[config.mk]
export PLATFORM = sky130hd
export DESIGN_NAME = packet_source_buffer_flat
export DESIGN_NICKNAME = d
export VERILOG_FILES = /design/src/rtl/packet_source_buffer_pkg.sv /design/src/rtl/packet_source_buffer_if.sv /design/src/rtl/packet_source_buffer_pkt_store.sv /design/src/rtl/packet_source_buffer.sv /design/src/flat_wrapper.sv
export SDC_FILE = /design/constraint.sdc
export NUM_CORES = 1
export LEC_CHECK = 0
export ABC_AREA = 1
export CAP_MARGIN = 5
export CORE_UTILIZATION = 55
export CTS_BUF_LIST = sky130_fd_sc_hd__clkbuf_4 sky130_fd_sc_hd__clkbuf_8 sky130_fd_sc_hd__clkbuf_16
export DETAILED_ROUTE_END_ITERATION = 10
export PLACE_DENSITY_LB_ADDON = 0.1
export SLEW_MARGIN = 10
export SYNTH_ARGS = -nofsm -noshare
export SYNTH_HDL_FRONTEND = slang
export SYNTH_SLANG_ARGS = --single-unit
[constraint.sdc]
create_clock -name clk -period 3.3 [get_ports clk]
set_input_delay 0.66 -clock clk [delete_from_list [all_inputs] [get_ports clk]]
set_output_delay 0.66 -clock clk [all_outputs]
set_load 0.03 [all_outputs]
[src/rtl/packet_source_buffer_pkg.sv]
// Shared NoC package (noc_pkg): flit field widths, the packet_t flit layout,
// the stored-entry layout, the packet source FSM state type and the flit
// packing helper. The output buffer unpacks flits with the same packet_t.
package noc_pkg;

  localparam int unsigned WIDTH_packet = 28;
  localparam int unsigned WIDTH_addr   = 3;
  localparam int unsigned WIDTH_dest   = 3;
  localparam int unsigned WIDTH        = WIDTH_packet + WIDTH_addr + WIDTH_dest;

  // Flit layout, MSB first: {data, addr, dest}
  typedef struct packed {
    logic [WIDTH_packet-1:0] data;
    logic [WIDTH_addr-1:0]   addr;
    logic [WIDTH_dest-1:0]   dest;
  } packet_t;

  // One stored word; the source address is constant and not stored
  typedef struct packed {
    logic [WIDTH_packet-1:0] data;
    logic [WIDTH_dest-1:0]   dest;
  } entry_t;

  typedef enum logic [1:0] {
    ST_IDLE = 2'd0,
    ST_SEND = 2'd1,
    ST_DONE = 2'd2
  } src_state_e;

  function automatic logic [WIDTH-1:0] pack_flit(
    input logic [WIDTH_packet-1:0] data,
    input logic [WIDTH_addr-1:0]   addr,
    input logic [WIDTH_dest-1:0]   dest
  );
    packet_t p;
    p.data = data;
    p.addr = addr;
    p.dest = dest;
    return p;
  endfunction

endpackage

[src/rtl/packet_source_buffer_if.sv]
// Loader/transmit bundle of the packet source buffer.
//   master : the loader / test side (drives writes, start and tx_ready)
//   slave  : the packet_source_buffer itself
// Signals: wr_en/wr_data/wr_dest/wr_ready load port, start pulse,
// tx_valid/tx_ready/tx_packet injection link, busy/done/sent_count/overflow status.
interface packet_source_buffer_if
  import noc_pkg::*;
#(
  parameter int unsigned CNT_W = 5
) ();

  logic                    wr_en;
  logic [WIDTH_packet-1:0] wr_data;
  logic [WIDTH_dest-1:0]   wr_dest;
  logic                    wr_ready;
  logic                    start;
  logic                    tx_valid;
  logic                    tx_ready;
  logic [WIDTH-1:0]        tx_packet;
  logic                    busy;
  logic                    done;
  logic [CNT_W-1:0]        sent_count;
  logic                    overflow;

  modport master (
    output wr_en, wr_data, wr_dest, start, tx_ready,
    input  wr_ready, tx_valid, tx_packet, busy, done, sent_count, overflow
  );

  modport slave (
    input  wr_en, wr_data, wr_dest, start, tx_ready,
    output wr_ready, tx_valid, tx_packet, busy, done, sent_count, overflow
  );

endinterface

[src/rtl/packet_source_buffer_pkt_store.sv]
// pkt_store: DEPTH x entry_t register file for the packet source buffer.
// Ports: clk_i clock; we_i/waddr_i/wdata_i synchronous write port;
// raddr_i/rdata_o asynchronous read port.
module pkt_store
  import noc_pkg::*;
#(
  parameter int unsigned DEPTH = 20,
  parameter int unsigned AW    = 5
) (
  input  logic          clk_i,
  input  logic          we_i,
  input  logic [AW-1:0] waddr_i,
  input  entry_t        wdata_i,
  input  logic [AW-1:0] raddr_i,
  output entry_t        rdata_o
);

  entry_t mem_q [DEPTH];

  always_ff @(posedge clk_i) begin
    if (we_i) begin
      mem_q[waddr_i] <= wdata_i;
    end
  end

  assign rdata_o = mem_q[raddr_i];

endmodule

[src/rtl/packet_source_buffer.sv]
// packet_source_buffer: injection endpoint of the tree NoC. Stores up to
// NUM_PACKETS {data,dest} words and, on start, sends them in write order as
// {data, SRC_ADDR, dest} flits over a valid/ready link.
// Ports: clk, rst_n (async active-low); bus (slave modport) carrying the load
// port, start, the tx valid/ready link and busy/done/sent_count/overflow.
module packet_source_buffer
  import noc_pkg::*;
#(
  parameter int unsigned NUM_PACKETS = 20,
  parameter int unsigned SRC_ADDR    = 0
) (
  input  logic                  clk,
  input  logic                  rst_n,
  packet_source_buffer_if.slave bus
);

  localparam int unsigned CW = $clog2(NUM_PACKETS + 1);
  localparam logic [WIDTH_addr-1:0] SRC_F = WIDTH_addr'(SRC_ADDR);
  localparam logic [CW-1:0] CNT_MAX = CW'(NUM_PACKETS);

  // Reset asserts asynchronously, releases two clocks after rst_n rises
  logic [1:0] rst_sync_q;
  logic       rst_int_n;

  always_ff @(posedge clk or negedge rst_n) begin
    if (!rst_n) begin
      rst_sync_q <= '0;
    end else begin
      rst_sync_q <= {rst_sync_q[0], 1'b1};
    end
  end

  assign rst_int_n = rst_sync_q[1];

  src_state_e      state_q, state_d;
  logic [CW-1:0]   count_q, count_d;
  logic [CW-1:0]   rd_ptr_q, rd_ptr_d;
  logic [CW-1:0]   sent_q, sent_d;
  logic            overflow_q, overflow_d;

  logic            wr_acc;
  logic            fire;
  logic            last;
  logic            load_state;
  entry_t          wr_entry;
  entry_t          rd_entry;

  assign load_state = (state_q == ST_IDLE) || (state_q == ST_DONE);
  assign wr_acc     = bus.wr_en && bus.wr_ready;
  assign fire       = bus.tx_valid && bus.tx_ready;
  assign last       = (rd_ptr_q == count_q - CW'(1));
  assign wr_entry   = '{data: bus.wr_data, dest: bus.wr_dest};

  pkt_store #(
    .DEPTH (NUM_PACKETS),
    .AW    (CW)
  ) u_store (
    .clk_i   (clk),
    .we_i    (wr_acc),
    .waddr_i (count_q),
    .wdata_i (wr_entry),
    .raddr_i (rd_ptr_q),
    .rdata_o (rd_entry)
  );

  // State register
  always_ff @(posedge clk or negedge rst_int_n) begin
    if (!rst_int_n) begin
      state_q <= ST_IDLE;
    end else begin
      state_q <= state_d;
    end
  end

  // Next state. A write coinciding with start is part of the transmission,
  // so the empty test uses the post-write count.
  always_comb begin
    state_d = state_q;
    unique case (state_q)
      ST_IDLE, ST_DONE: begin
        if (bus.start) begin
          state_d = ((count_q != '0) || wr_acc) ? ST_SEND : ST_DONE;
        end else if (wr_acc) begin
          state_d = ST_IDLE;
        end
      end
      ST_SEND: begin
        if (fire && last) begin
          state_d = ST_DONE;
        end
      end
      default: state_d = ST_IDLE;
    endcase
  end

  // Outputs. tx_valid/tx_packet decode the state register directly so an
  // async reset drops them immediately; rd_ptr is frozen while stalled, which
  // keeps tx_packet bit-stable.
  always_comb begin
    bus.tx_valid   = (state_q == ST_SEND);
    bus.busy       = (state_q == ST_SEND);
    bus.done       = (state_q == ST_DONE);
    bus.wr_ready   = load_state && (count_q < CNT_MAX);
    bus.tx_packet  = '0;
    if (state_q == ST_SEND) begin
      bus.tx_packet = pack_flit(rd_entry.data, SRC_F, rd_entry.dest);
    end
    bus.sent_count = sent_q;
    bus.overflow   = overflow_q;
  end

  // Counters and pointers
  always_comb begin
    count_d    = wr_acc ? count_q + CW'(1) : count_q;
    rd_ptr_d   = rd_ptr_q;
    sent_d     = sent_q;
    overflow_d = overflow_q | (bus.wr_en & ~bus.wr_ready);
    if (load_state && bus.start) begin
      rd_ptr_d = '0;
      sent_d   = '0;
    end else if ((state_q == ST_SEND) && fire) begin
      rd_ptr_d = rd_ptr_q + CW'(1);
      sent_d   = sent_q + CW'(1);
    end
  end

  always_ff @(posedge clk or negedge rst_int_n) begin
    if (!rst_int_n) begin
      count_q    <= '0;
      rd_ptr_q   <= '0;
      sent_q     <= '0;
      overflow_q <= 1'b0;
    end else begin
      count_q    <= count_d;
      rd_ptr_q   <= rd_ptr_d;
      sent_q     <= sent_d;
      overflow_q <= overflow_d;
    end
  end

endmodule
[src/flat_wrapper.sv]
// flat-port wrapper written by rule: the top's interface ports become plain ports
module packet_source_buffer_flat import noc_pkg::*;
#(
  parameter int unsigned NUM_PACKETS = 20,
  parameter int unsigned SRC_ADDR    = 0
)
  (clk, rst_n, bus_wr_en, bus_wr_data, bus_wr_dest, bus_start, bus_tx_ready, bus_wr_ready, bus_tx_valid, bus_tx_packet, bus_busy, bus_done, bus_sent_count, bus_overflow);
  packet_source_buffer_if bus_i ();
  input  logic clk;
  input  logic rst_n;
  input wire logic [$bits(bus_i.wr_en)-1:0] bus_wr_en;
  input wire logic [$bits(bus_i.wr_data)-1:0] bus_wr_data;
  input wire logic [$bits(bus_i.wr_dest)-1:0] bus_wr_dest;
  input wire logic [$bits(bus_i.start)-1:0] bus_start;
  input wire logic [$bits(bus_i.tx_ready)-1:0] bus_tx_ready;
  output wire logic [$bits(bus_i.wr_ready)-1:0] bus_wr_ready;
  output wire logic [$bits(bus_i.tx_valid)-1:0] bus_tx_valid;
  output wire logic [$bits(bus_i.tx_packet)-1:0] bus_tx_packet;
  output wire logic [$bits(bus_i.busy)-1:0] bus_busy;
  output wire logic [$bits(bus_i.done)-1:0] bus_done;
  output wire logic [$bits(bus_i.sent_count)-1:0] bus_sent_count;
  output wire logic [$bits(bus_i.overflow)-1:0] bus_overflow;
  assign bus_i.wr_en = bus_wr_en;
  assign bus_i.wr_data = bus_wr_data;
  assign bus_i.wr_dest = bus_wr_dest;
  assign bus_i.start = bus_start;
  assign bus_i.tx_ready = bus_tx_ready;
  assign bus_wr_ready = bus_i.wr_ready;
  assign bus_tx_valid = bus_i.tx_valid;
  assign bus_tx_packet = bus_i.tx_packet;
  assign bus_busy = bus_i.busy;
  assign bus_done = bus_i.done;
  assign bus_sent_count = bus_i.sent_count;
  assign bus_overflow = bus_i.overflow;
  packet_source_buffer #(.NUM_PACKETS(NUM_PACKETS), .SRC_ADDR(SRC_ADDR)) u_core (.clk(clk), .rst_n(rst_n), .bus(bus_i));
endmodule
# Word level (Yosys, flattened, before mapping)
# Memory sizes are Yosys's and may differ from the RTL's.
# Cells that the tools add are included.
# classes
n_reduce_logical	13
bitwise_logic	3
add_sub_neg	4
n_mux	12
n_eq_ne	5
n_lt_le_gt_ge	1
# op_table
cell	n
$mux W34	1
$mux W5	4
$add A5 B1 Y5 const B	3
$mux W2	4
$logic_and A1 B1 Y1	6
$eq A5 B5 Y1	1
$lt A5 B5 Y1 const B	1
$reduce_bool A5 Y1	1
$sub A5 B1 Y5 const B	1
$pmux W2 S2	1
$ne A3 B2 Y1 const B	1
$eq A2 B1 Y1 const B	1
$eq A2 B2 Y1 const B	1
$logic_not A2 Y1	1
$logic_or A1 B1 Y1	2
$mux W1	2
$ne A2 B2 Y1 const B	1
$reduce_and A2 Y1	1
$reduce_bool A2 Y1	1
$reduce_or A2 Y1	1
$and A1 B1 Y1	1
$not A1 Y1	1
$or A1 B1 Y1	1
# totals
input_bits	36
mem_bits_rw	620
regBits	20
memories	1
# mem_list
name	depth	word_bits	rd	rd_ports_with_merged_regs	wr	line_no	text
u_core.u_store.mem_q	20	31	1	0	1	packet_source_buffer_pkt_store.sv:18	entry_t mem_q [DEPTH];

# Depth between registers and ports, before layout
# logic_depth
word_depth	8
mapped_depth	11

# Cells and area by module
# Synthesis repeated with hierarchy kept, for this count alone.
# unflattened
hier_cells	2265
hier_area_um2	26161.3
# by_module_without_submodules
mod	cells_per_inst	n_inst	area_per_inst_um2
pkt_store	2057	1	24768.8
packet_source_buffer	208	1	1392.6

# Least setup slack after synthesis
# No wires, ideal clock.
# synth_timing
path_type	register -> register
start	register u_core.count_q[3]
end	memory u_core.u_store.mem_q[0][0] (netlist bit) (enable)
synth_period_minus_slack_ps	3172
t_arrival_ps	2753
required_ps	2881
setup_ps	419
path_slack_ps	128
path_buffers	1
stages_incl_launch_ff	9
cell_sequence	dfrtp_1 buf_2 inv_2 nand2_1 a21oi_2 nand2_2 inv_2 nand2_1 nor2_1
# synth_between
elab_chain_len	5
# synth_lines
item	line_no	text
start: declaration	packet_source_buffer.sv:36	logic [CW-1:0] count_q, count_d;
start signal: assignment	packet_source_buffer.sv:134	count_q <= count_d;
$lt A5 B5 Y1	packet_source_buffer.sv:103	bus.wr_ready = load_state && (count_q < CNT_MAX);
$logic_and A1 B1 Y1	packet_source_buffer.sv:103	
net bus_wr_ready	flat_wrapper.sv:16	output wire logic [$bits(bus_i.wr_ready)-1:0] bus_wr_ready;
$logic_and A1 B1 Y1	packet_source_buffer.sv:49	assign wr_acc = bus.wr_en && bus.wr_ready;
$mux W1	packet_source_buffer_pkt_store.sv:21	if (we_i) begin
$mux W1 (not written as such)	packet_source_buffer_pkt_store.sv:22	mem_q[waddr_i] <= wdata_i;
end: declaration	packet_source_buffer_pkt_store.sv:18	
# The timed path passes the listed nets, and every way through them passes these cells.

# Worst setup path in the final report
# layout_timing
start	register u_core.rd_ptr_q[0]
end	output port bus_tx_packet[27]
# layout_between
elab_chain_len	2
# layout_lines
item	line_no	text
start: declaration	packet_source_buffer.sv:37	logic [CW-1:0] rd_ptr_q, rd_ptr_d;
start signal: assignment	packet_source_buffer.sv:135	rd_ptr_q <= rd_ptr_d;
$mem_v2 Z20 W31	n/a	
$mux W34	packet_source_buffer.sv:105	if (state_q == ST_SEND) begin
end: declaration	flat_wrapper.sv:18	output wire logic [$bits(bus_i.tx_packet)-1:0] bus_tx_packet;
# No other way between the ends.

==> flow_summary_export.csv <==
group,metric,value,unit
run_status,status,"completed",
global_routing,grt_pass1_vias,16242,
yosys,synth_top_cell_by_area,"edfxtp_1",
yosys,synth_area_per_cell,12.2,um^2
sta,clock_skew,0.0166,ns
cells_and_area,fin_area,0.0301,mm^2
clock_network,clk_latency,0.59,ns
worst_setup_path,end_kind,"output port",
worst_setup_path,reg2regPathDepth,8,
clock_network,path_clk_slew,0.06,ns
place,post-dp-hpwl,34.4,mm
worst_setup_path,worst_path_largest_cell_delay,0.57,ns
clock_network,cts.sinks,640,
yosys,synthTopCellsByArea,"edfxtp_1 72%, nor2_1 5.5%, o21ai_0 5.0%",
clock_network,htreeDepth,3,
clock_network,clk_path_buf_depth,3,
worst_setup_path,rr_endpoint,"u_core.u_store.mem_q[1][6]",
worst_setup_path,path_depth,7,
clock_network,cts_tree,"built",
yosys,synth_cells,2112,
worst_setup_path,start_kind,"flop",
global_routing,track_usage,0.278,
sta,layout_min_cycle_time,3.25,ns
place,post_dp_cell_area,0.0278,mm^2
floorplanning,num_rows,79,
route,ant_nets,0,
cells_and_area,synthToLayoutAreaGrowth,16.7,%
sta,max_slew_margin,0.408,
sta,period_share,0.986,
cells_and_area,mostFrequentLayoutCell,"edfxtp_1",
yosys,yosysWarningCount,0,
place,io_buffers,76,
route,drt-pass1-iter-count,5,
clock_network,cts_buffers,66,
worst_setup_path,crit_path_end,"bus_tx_packet[27]",
worst_setup_path,r2r_slack,0.76,ns
global_routing,grt_antenna_before_repair,0,
sta,setup_violations,0,
cells_and_area,final_nets,2245,
floorplanning,core_area,0.0465,mm^2
global_routing,grt_max_degree,106,
sta,worst_slew_pin_slew,0.887,ns
sta,rsz0062_at_grt,"yes",
worst_setup_path,critPathBufInv,3,
cells_and_area,drive_above_1_share,0.119,
worst_setup_path,worstPathCellList,"clkinv_8, buf_12, o21ai_0, nand3_1, nand3_1, a21oi_1, buf_12",
worst_setup_path,crit_path_max_fanout,69,
clock_network,root_buffer,"clkbuf_16",
worst_setup_path,cp.required,2.64,ns
sta,max_freq,307,MHz
floorplanning,die_w,219,um
yosys,synth_area,0.0258,mm^2
floorplanning,die-area,0.0478,mm^2
sta,maxSlewViolCount,0,
floorplanning,die_h,219,um
route,via_count,17005,
global_routing,overflow,0,
sta,finalHoldViolCount,0,
yosys,ys_seq_area_frac,0.740,
cells_and_area,post-route-util,0.649,
floorplanning,start_util,0.556,
route,vias_per_cell,5.95,
worst_setup_path,setup.worst_path.start,"u_core.rd_ptr_q[0]",
power_and_ir_drop,ir_drop,0.616,mV
yosys,synth_top_cell_area_share,0.721,
route,drc,0,
worst_setup_path,cp.arrival,2.59,ns
power_and_ir_drop,p_leak,10.5,nW
route,drt_iter0_drc,1815,
yosys,ys_types,30,
yosys,ys_seq_elements,640,
power_and_ir_drop,power.density,756,mW/mm^2
route,wire_per_inst,23.2,um
cells_and_area,final_cell_mix,"620 x edfxtp_1, 359 x nor2_1, 323 x nand2_1",
place,place_congestion,0.825,
worst_setup_path,cp_slowest_cell,"dfrtp_4",
worst_setup_path,worstSetupPathType,"flop to output port",
cells_and_area,diodes,0,
min_path,min_path_type,"primary input to async pin",
floorplanning,ios,80,
global_routing,grt_pass1_wl,98.5,mm
worst_setup_path,reg2reg_from,"u_core.count_q[2]",
run,drv_cap,0,
worst_setup_path,cp_top_family,"buffers and inverters",
route,wl,66.2,mm
==> metal layers <==
| layer | track usage | wire length [um] | vias up |
|---|---|---|---|
| li1 | - | - | 7710 |
| met4 | 0.0951 | 1500 | 0 |
| met2 | 0.429 | 31000 | 713 |
| met1 | 0.406 | 28800 | 8475 |
| met3 | 0.0426 | 4950 | 107 |
| met5 | 0 | 0 | - |
==> through the flow <==
stage               worst slack (ns)  TNS (ns)  hold slack, ns  cells  power [mW]
floorplan                      0.128         0           0.227   2114        13.1
global placement               0.560         0           0.340   2733        15.3
detailed placement             0.535         0           0.337   2733        15.3
CTS                          -0.0290   -0.0766           0.220   2849        22.6
global route                 -0.0569    -0.365           0.232   2857        23.8
finish                        0.0474         0           0.240   2857        22.8
==> cells in the mapped netlist, drive strengths merged <==
cell	number
dfrtp	20
nand3	200
edfxtp	620
clkbuf	51
o22ai	31
xnor2	1
nor2	381
buf	83
nor3	2
nand4	2
a21oi	66
inv	25
o21ai	289
clkinv	1
ha	7
conb	2
nand2	325
o21bai	1
and3	1
xor2	4
==> cells by family (layout without fill, tap and decap cells) <==
| logic type | count (synthesis) | in the layout | synth area share |
|---|---|---|---|
| and+or+nand+nor | 911 | 911 | 0.143 |
| DFF | 640 | 640 | 0.740 |
| AOI/OAI and AO/OA | 387 | 387 | 0.0768 |
| buffers and inverters | 160 | 296 | 0.0344 |
| adders and majority gates | 7 | 7 | 0.00339 |
| xor gates and xnor gates | 5 | 5 | 0.00170 |
| other | 2 | 4 | 0.000291 |
==> what timing repair did <==
| item | 4_1_cts | 5_1_grt |
|---|---|---|
| buffers inserted | 0 | 5 |
| cloned | 0 | 3 |
| resized for setup | 11 | 22 |
| pin swaps | 0 | 1 |
| setup endpoints to repair | 16 | 28 |
| hold buffers | 0 | 0 |
==> worst reg2reg max path, delay by kind of cell, from the launching register on <==
family / cells / cell delay [ns]
buffers and inverters: 3 / 0.74
flip-flops: 1 / 0.45
AND/OR/NAND/NOR: 4 / 0.75
AO/OA/AOI/OAI: 1 / 0.21
==> how the worst min path moves through the flow <==
stage | startpoint | end | slack, ns | cells after the start
6_report | rst_n | u_core.rst_sync_q[1] | 0.24 | 1
5_1_grt | rst_n | u_core.rst_sync_q[1] | 0.23 | 1
4_1_cts | rst_n | u_core.rst_sync_q[1] | 0.22 | 1
3_5_place_dp | u_core.rst_sync_q[0] | u_core.rst_sync_q[1] | 0.34 | 0
3_3_place_gp | u_core.rst_sync_q[0] | u_core.rst_sync_q[1] | 0.34 | 0
2_1_floorplan | u_core.rst_sync_q[1] | u_core.bus.overflow | 0.23 | 0
==> flip-flops by register name (all words and copies together), names as in the netlist <==
register and cells:
u_core.rst_sync_q 2, u_core.u_store.mem_q 620, u_core.state_q 2, u_core.count_q 5, u_core.bus.sent_count 5, u_core.bus.overflow 1
u_core.rd_ptr_q 5
==> power breakdown <==
part / total [mW] / switching [mW] / internal [mW]
combinational: 6.51 / 4.18 / 2.33
sequential: 9.03 / 0.0776 / 8.95
clock: 7.24 / 2.96 / 4.28
==> layout make-up <==
| type | count | area [um^2] |
|---|---|---|
| clock inverters | 21 | 173 |
| repair buffers | 154 | 1980 |
| clock buffers | 95 | 1920 |
| well taps | 607 | 759 |
| fillers | 3492 | 16300 |
| flip-flops and latches | 640 | 19100 |
| multi-input cells | 1314 | 6050 |
| inverters | 26 | 123 |
Note: power is estimated with default switching activity, not from simulation.
